File: config.mk
export PLATFORM = sky130hd
export DESIGN_NAME = bus_arbiter_8
export DESIGN_NICKNAME = d
export VERILOG_FILES = /design/src/rtl/bus_arb_pkg.sv /design/src/rtl/bus_arbiter_8_rr_pick.sv /design/src/rtl/bus_arbiter_8.sv
export SDC_FILE = /design/constraint.sdc
export NUM_CORES = 1
export LEC_CHECK = 0
export ABC_AREA = 1
export CAP_MARGIN = 20
export CORE_ASPECT_RATIO = 0.75
export CORE_MARGIN = 3
export CORE_UTILIZATION = 57
export DETAILED_ROUTE_END_ITERATION = 6
export PLACE_DENSITY = 0.79
export SETUP_SLACK_MARGIN = 0.4
export SLEW_MARGIN = 20
export SYNTH_ARGS = -nofsm -noshare
export SYNTH_HDL_FRONTEND = slang
export SYNTH_SLANG_ARGS = --single-unit
File: constraint.sdc
create_clock -name Clk -period 3.7 [get_ports Clk]
set_input_delay 0.74 -clock Clk [delete_from_list [all_inputs] [get_ports Clk]]
set_output_delay 0.74 -clock Clk [all_outputs]
set_load 0.005 [all_outputs]
File: src/rtl/bus_arb_pkg.sv
// Shared widths, FSM state type and one-hot helper for the 8-way bus arbiter.
package bus_arb_pkg;

  localparam int unsigned NUM_REQ = 8;
  localparam int unsigned SEL_W   = 3;
  localparam int unsigned HOLD_W  = 8;

  typedef enum logic {
    IDLE  = 1'b0,
    OWNED = 1'b1
  } arb_state_t;

  function automatic logic [NUM_REQ-1:0] onehot8(input logic [SEL_W-1:0] idx);
    return NUM_REQ'(1) << idx;
  endfunction

endpackage

File: src/rtl/bus_arbiter_8_rr_pick.sv
// Round-robin winner search: first set candidate scanning upward from i_ptr,
// wrapping 7 -> 0.
module rr_pick
  import bus_arb_pkg::*;
(
  input  logic [NUM_REQ-1:0] i_cand,
  input  logic [SEL_W-1:0]   i_ptr,
  output logic [SEL_W-1:0]   o_win,
  output logic               o_found
);

  logic [SEL_W-1:0] w_idx;
  logic             w_hit;

  always_comb begin
    w_idx   = '0;
    w_hit   = 1'b0;
    o_win   = '0;
    for (int i = 0; i < int'(NUM_REQ); i++) begin
      w_idx = i_ptr + SEL_W'(i);
      if (!w_hit && i_cand[w_idx]) begin
        o_win = w_idx;
        w_hit = 1'b1;
      end
    end
    o_found = w_hit;
  end

endmodule

File: src/rtl/bus_arbiter_8.sv
// Round-robin arbiter for the shared 16-bit bus mux: registered one-hot grant,
// mux select, and forced rotation of a contested owner after MAX_HOLD cycles.
module bus_arbiter_8
  import bus_arb_pkg::*;
#(
  parameter int unsigned MAX_HOLD = 8
) (
  input  logic               Clk,
  input  logic               Rst_n,
  input  logic [NUM_REQ-1:0] Req,
  output logic [NUM_REQ-1:0] Gnt,
  output logic [SEL_W-1:0]   Sel,
  output logic               BusValid,
  output logic               Preempt
);

  arb_state_t         r_state, w_state_nxt;
  logic [SEL_W-1:0]   r_ptr, w_ptr_nxt;
  logic [SEL_W-1:0]   r_owner, w_owner_nxt;
  logic [HOLD_W-1:0]  r_hold, w_hold_nxt;
  logic [NUM_REQ-1:0] r_gnt, w_gnt_nxt;
  logic [SEL_W-1:0]   r_sel, w_sel_nxt;
  logic               r_valid, w_valid_nxt;
  logic               r_preempt, w_preempt_nxt;

  logic [NUM_REQ-1:0] w_owner_mask;
  logic [NUM_REQ-1:0] w_cand;
  logic               w_owner_req;
  logic [SEL_W-1:0]   w_win;
  logic               w_found;
  logic               w_grant;

  // While owned, the owner is never its own successor: either it released
  // (its bit is already 0) or it is being preempted (must be masked).
  assign w_owner_mask = onehot8(r_owner);
  assign w_owner_req  = |(Req & w_owner_mask);
  assign w_cand       = (r_state == OWNED) ? (Req & ~w_owner_mask) : Req;

  rr_pick u_rr_pick (
    .i_cand  (w_cand),
    .i_ptr   (r_ptr),
    .o_win   (w_win),
    .o_found (w_found)
  );

  always_ff @(posedge Clk or negedge Rst_n) begin
    if (!Rst_n) begin
      r_state   <= IDLE;
      r_ptr     <= '0;
      r_owner   <= '0;
      r_hold    <= '0;
      r_gnt     <= '0;
      r_sel     <= '0;
      r_valid   <= 1'b0;
      r_preempt <= 1'b0;
    end else begin
      r_state   <= w_state_nxt;
      r_ptr     <= w_ptr_nxt;
      r_owner   <= w_owner_nxt;
      r_hold    <= w_hold_nxt;
      r_gnt     <= w_gnt_nxt;
      r_sel     <= w_sel_nxt;
      r_valid   <= w_valid_nxt;
      r_preempt <= w_preempt_nxt;
    end
  end

  always_comb begin
    w_state_nxt   = r_state;
    w_ptr_nxt     = r_ptr;
    w_owner_nxt   = r_owner;
    w_hold_nxt    = r_hold;
    w_gnt_nxt     = r_gnt;
    w_sel_nxt     = r_sel;
    w_valid_nxt   = r_valid;
    w_preempt_nxt = 1'b0;
    w_grant       = 1'b0;

    case (r_state)
      IDLE: begin
        if (w_found) w_grant = 1'b1;
      end
      OWNED: begin
        if (!w_owner_req) begin
          if (w_found) begin
            w_grant = 1'b1;
          end else begin
            w_state_nxt = IDLE;
            w_gnt_nxt   = '0;
            w_valid_nxt = 1'b0;
          end
        end else if (r_hold < HOLD_W'(MAX_HOLD)) begin
          w_hold_nxt = r_hold + HOLD_W'(1);
        end else if (w_found) begin
          w_grant       = 1'b1;
          w_preempt_nxt = 1'b1;
        end
      end
      default: begin
        w_state_nxt = IDLE;
        w_gnt_nxt   = '0;
        w_valid_nxt = 1'b0;
      end
    endcase

    // Any new grant: load owner, restart hold count, demote the winner.
    if (w_grant) begin
      w_state_nxt = OWNED;
      w_gnt_nxt   = onehot8(w_win);
      w_sel_nxt   = w_win;
      w_owner_nxt = w_win;
      w_hold_nxt  = HOLD_W'(1);
      w_ptr_nxt   = w_win + SEL_W'(1);
      w_valid_nxt = 1'b1;
    end
  end

  assign Gnt      = r_gnt;
  assign Sel      = r_sel;
  assign BusValid = r_valid;
  assign Preempt  = r_preempt;

endmodule

After elaboration in Yosys (flattened, before gate mapping) --
Index checks and enable logic that the tools add are counted.
Word-level totals: logic and storage cells 107, register bits 25, bits of input ports 10, output and inout port bits 13
Cells by class: reduce and logical (&&, ||, !) cells 20, mux-type cells 54, shift operators 2, eq/ne operators 2, $add $sub $neg 9, magnitude comparators 9, bitwise gates (word level) 4
Operators by type and width (number):
- $mux 8 | 9
- $lt 3x4->1 const B | 8
- $mux 1 | 28
- $bmux 1 s3 | 8
- $mux 3 | 8
- $and 8x8->8 | 2
- $shl 1x3->8 const A | 2
- $add 3x3->3 const B | 4
- $add 8x1->8 const B | 1
- $lt 8x4->1 const B | 1
- $not 8->8 | 1
- $reduce_or 8->1 | 1
- $logic_and 1x1->1 | 7
- $logic_not 1->1 | 7
- $add 3x1->3 const B | 2
- $add 3x2->3 const B | 2
- $reduce_and 3->1 | 2
- $reduce_bool 2->1 | 3
- $ne 2x1->1 const B | 1
- $ne 2x2->1 const B | 1
- $pmux 1 s2 | 1
- $not 1->1 | 1

Longest topological paths before layout --
word-level depth 34, depth in mapped cells 21

Modules after synthesis --
A second synthesis with hierarchy kept.
Second synthesis, totals: cell total of the unflattened synthesis 288, area, all modules 2257.2 µm²
By module, submodules not included:
- bus_arbiter_8 | area each 1357.6 µm², seq. area each 625.6 µm², cells an instance 153, times used 1
- rr_pick | area each 899.6 µm², seq. area each 0.0 µm², cells an instance 135, times used 1

Least setup slack after synthesis --
No wires, ideal clock.
kind flip-flop to flip-flop, from reg r_ptr[1], to reg r_ptr[2], buffers on the path 1, stages on the path, launching flop included 19, slack 0.929 ns, arrival time 2.694 ns, cell sequence dfrtp_1 buf_2 inv_1 ha_1 inv_1 nand3_1 nand3_1 nand2_1 nor2_4 nand2_1 nor2_1 nor2_1 nor2_1 nand3_1 nand2_1 inv_1 ha_1 ha_1 o21ai_1
RTL lines:
- start, declared | line bus_arbiter_8.sv:18 | logic [SEL_W-1:0] r_ptr, w_ptr_nxt;
- start signal, assigned | line bus_arbiter_8.sv:58 | r_ptr <= w_ptr_nxt;
- branches (longest 23 deep; another with $add 3x1->3)
- $mux 3 * | line bus_arbiter_8_rr_pick.sv:21 | if (!w_hit && i_cand[w_idx]) begin
- via u_rr_pick.o_win[0] | line bus_arbiter_8_rr_pick.sv:8 | output logic [SEL_W-1:0] o_win,
- $add 3x1->3 * | line bus_arbiter_8.sv:113 | w_ptr_nxt = w_win + SEL_W'(1);
Mark *: on every way through the listed nets, which the timed path passes. The select of a mux whose other input is x is not followed. A chain may end at the register's enable or synchronous reset.

Final worst setup path --
from in Req[5], to reg r_ptr[2]
RTL lines:
- start, declared | line bus_arbiter_8.sv:10 | input logic [NUM_REQ-1:0] Req,
- $and 8x8->8 | line bus_arbiter_8.sv:37 | assign w_cand = (r_state == OWNED) ? (Req & ~w_owner_mask) : Req;
- $mux 8 * | line bus_arbiter_8.sv:37
- $bmux 1 s3 | line bus_arbiter_8_rr_pick.sv:21
- $mux 1 (not written as such) | line bus_arbiter_8_rr_pick.sv:21
- $mux 1 | line bus_arbiter_8_rr_pick.sv:21
- $logic_not 1->1 | line bus_arbiter_8_rr_pick.sv:21
- $logic_and 1x1->1 | line bus_arbiter_8_rr_pick.sv:21
- $mux 1 | line bus_arbiter_8_rr_pick.sv:21
- [... 12 more ...]
- $logic_not 1->1 | line bus_arbiter_8_rr_pick.sv:21
- $logic_and 1x1->1 | line bus_arbiter_8_rr_pick.sv:21
- $mux 1 | line bus_arbiter_8_rr_pick.sv:21
- $logic_not 1->1 | line bus_arbiter_8_rr_pick.sv:21
- $logic_and 1x1->1 | line bus_arbiter_8_rr_pick.sv:21
- $mux 3 * | line bus_arbiter_8_rr_pick.sv:21
- via u_rr_pick.o_win[0] | line bus_arbiter_8_rr_pick.sv:8
- $add 3x1->3 * | line bus_arbiter_8.sv:113
The timed path passes the listed nets; every way through them passes the cells marked *. The select of a mux whose other input is x is not followed.

==> impl_results.md <==
* Initial detailed-routing violation count at 201
* Share of synthesized cell area in full adder, half adder and majority cells at 0.0545
* Largest fanout on the critical path at 4
* Later-pin clock latency in the skew report at 0.26 ns
* Pre-CTS setup slack at 0.419 ns
* Nets at 329
* Dominant combinational cell family by area after synthesis: simple AND/OR/NAND/NOR gates
* Final weighted congestion in routability-driven placement at 0.933
* TritonCTS Sinks at 25
* Met3 usage at 0.0451
* Critical path data arrival time at 3.24 ns
* Max-Cap Viols at 0
* Ordered cell list for the critical path: clkdlybuf4s50_1, nand3_1, nand3_1, nand3_2, nand2_2, nor2_4, nand2_1, nor2_1, nor2_1, nor2_1, nand3_1, nand2_1, inv_1, ha_1, ha_1, o21ai_1
* Xor/xnor share of the synthesized area at 0.0170
* Vertical extent of the die at 58.1 um
* Sequential share of the synthesized area at 0.303
* Post-synthesis area per instance at 7.12 um2
* Via total after detailed routing at 1929
* TritonCTS clock tree: yes
* I/O Pins at 23
* Average wire per standard cell at 13.6 um
* Gate count after technology mapping at 290
* Async SR Flop Fraction at 1.00
* Number of enable flip-flop cells after synthesis at 0
* Busiest layer in global routing: met1
* Number of antenna violations at the first check in global routing at 0
* Initial core utilization at 0.611
* Final worst path period share at 0.824
* PortBufs at 22
* Transition time of the tightest slew-check pin at 0.539 ns
* Number of antenna-violating nets in the routed design at 0
* Filler instances at 301
* CTS H-tree depth at 1
* Flip-flop cell with the highest count after synthesis: sky130_fd_sc_hd__dfrtp_1
* Syn-to-layout area delta at 11.8%
* Post-route worst setup slack at 0.652 ns
* Relative slew slack at 0.638
* Number of register bits inferred by synthesis at 25
* Final Hold Slack at 0.447 ns
* Max Transition Viols Final at 0
* Share of the core filled with cells in the final layout at 0.684
* GR Util met1 at 0.371
* Hold crit path type: in2async
* Die Footprint at 4390 um2
* Clock tree root driver cell: sky130_fd_sc_hd__clkbuf_8
* Multiplexer area fraction after synthesis at 0
* Std-Cell Rows at 18
* Kind of launch point of the worst setup path: primary input
* Number of remaining DRC errors at 0
* Final hold viol count at 0
* Synth Area in Simple Gates at 0.486
* Combined area of the multi-input logic cells at 1210 um2
* Quantity of hold-fixing buffers added after cts at 0
* First-pass GRT wire length at 8.24 mm
* Total inserted antenna cells at 0
* Distinct cell type count after synthesis at 33
* Post-synthesis compound-gate area fraction at 0.0279
* TritonCTS buffer count at 3
* Total global routing track utilization at 0.236
* Leading cell types in the layout, fill and taps excluded: 71 x sky130_fd_sc_hd__nand2_1, 66 x sky130_fd_sc_hd__nand3_1, 28 x sky130_fd_sc_hd__inv_1
* Final setup skew at 0.00246 ns
* Run status: complete, no violations
* RSZ-0062 raised after global routing: false
* Data required time of the critical path at 3.89 ns
* Worst stage delay on the critical path at 0.46 ns
* Fin crit period at 3.05 ns
* Endpoint kind of the worst setup timing path: flop
* Total congestion overflow after global routing at 0
* Largest net degree at the start of global routing at 26
* Syn Std Cell Area at 2070 um2
* Detailed-router iteration count before antenna repair at 5
* Number of warning messages in the yosys log at 0
* Vias in the first global route at 1849
* Critical-path top delay cell: sky130_fd_sc_hd__clkdlybuf4s50_1
* Worst setup path class: in2reg
* Fraction of met2 tracks used by global routing at 0.346
* FF/Latch Area at 626 um2
* Die width at 75.5 um
* Maximum clock rate at 0.328 GHz
* Proportion of layout cells with a drive suffix above 1 at 0.113
* Setup total negative slack at 0 ns
* Clock buffer depth at 2
* Clock slew at reported path FFs at 0.08 ns
* Post-Synthesis Net Count at 309
* Final setup violation count at 0
* Most frequent standard cell in the layout excluding fill and tap cells: sky130_fd_sc_hd__nand2_1
* Final HPWL from detailed placement at 3.70 mm
* Core box area at 3380 um2
* Total length of routed wires at 4.74 mm
* Number of vias per cell at 5.53
[repair_timing]
action / 4_1_cts / 5_1_grt
buffers inserted: 0 / 0
setup endpoints to repair: 0 / 3
gates resized for setup: 0 / 2
[worst max-delay path: cells and delay by family]
family                   cells  cell delay (ns)
AO/OA/AOI/OAI                1             0.13
adder cells (fa/ha/maj)      2             0.48
buffers and inverters        2             0.55
AND/OR/NAND/NOR             11             1.33
[cell type report]
class | instances | share of cell area
well taps | 40 | 0.0217
inverters | 37 | 0.0607
clock buffers | 3 | 0.0179
multi-input cells | 218 | 0.524
flip-flops and latches | 25 | 0.271
clock inverters | 1 | 0.00217
repair buffers | 25 | 0.103
[state kept, by name (all words and copies together) (netlist names)]
signal / flops
r_ptr: 3
Preempt: 1
r_state: 1
Gnt: 8
r_hold: 8
Sel: 3
BusValid: 1
[final timing paths]
kind,startpoint,to,slack [ns],cells past startpoint
worst min-delay path,Rst_n,Gnt[0],0.45,1
min in group Clk,r_hold[5],r_hold[5],0.50,2
max in group asynchronous,Rst_n,Sel[0],2.90,1
worst min register to register,r_hold[5],r_hold[5],0.50,2
worst max register to register,Sel[0],r_ptr[2],0.66,17
worst max-delay path,Req[5],r_ptr[2],0.65,16
[per-layer routing]
| metal | share of wire | up-vias |
|---|---|---|
| met1 | 0.51 | 864 |
| met4 | 0 | 0 |
| li1 | - | 996 |
| met5 | 0 | - |
| met3 | 0.072 | 0 |
| met2 | 0.42 | 69 |
[synthesized netlist by cell type (2+ instances only)]
library cell	number	area [um2]
sky130_fd_sc_hd__nor2_4	2	22.5
sky130_fd_sc_hd__nand2_2	2	12.5
sky130_fd_sc_hd__nand4_2	2	25.0
sky130_fd_sc_hd__buf_2	3	15.0
sky130_fd_sc_hd__buf_4	2	15.0
sky130_fd_sc_hd__ha_1	9	113
sky130_fd_sc_hd__inv_2	6	22.5
sky130_fd_sc_hd__nand3_2	4	40.0
sky130_fd_sc_hd__buf_6	4	45.0
sky130_fd_sc_hd__dfrtp_1	25	626
sky130_fd_sc_hd__o21ai_0	4	20.0
sky130_fd_sc_hd__nand2_1	71	267
sky130_fd_sc_hd__inv_1	30	113
sky130_fd_sc_hd__a21oi_1	2	10.0
sky130_fd_sc_hd__nor2_1	22	82.6
sky130_fd_sc_hd__nor3_1	3	15.0
sky130_fd_sc_hd__nand3_1	66	330
sky130_fd_sc_hd__o21ai_1	3	15.0
sky130_fd_sc_hd__xor2_1	3	26.3
sky130_fd_sc_hd__nand4_1	14	87.6
[through the flow]
step,std cells,area (um2)
after floorplan,290,2070
after global placement,345,2270
after detailed placement,345,2270
after CTS,349,2310
after global routing,349,2310
final,349,2310
[logic make-up (layout without fill, tap and decap cells)]
kind of cell / Yosys count / count (layout)
simple gates: 195 / 195
buf+inv: 47 / 66
flops: 25 / 25
compound gates: 10 / 10
fa+ha+maj: 9 / 9
xor+xnor: 4 / 4
Power is left out: the tool's default activity adds up to more than one toggle a clock period on the data nets, which glitch-free logic cannot reach.
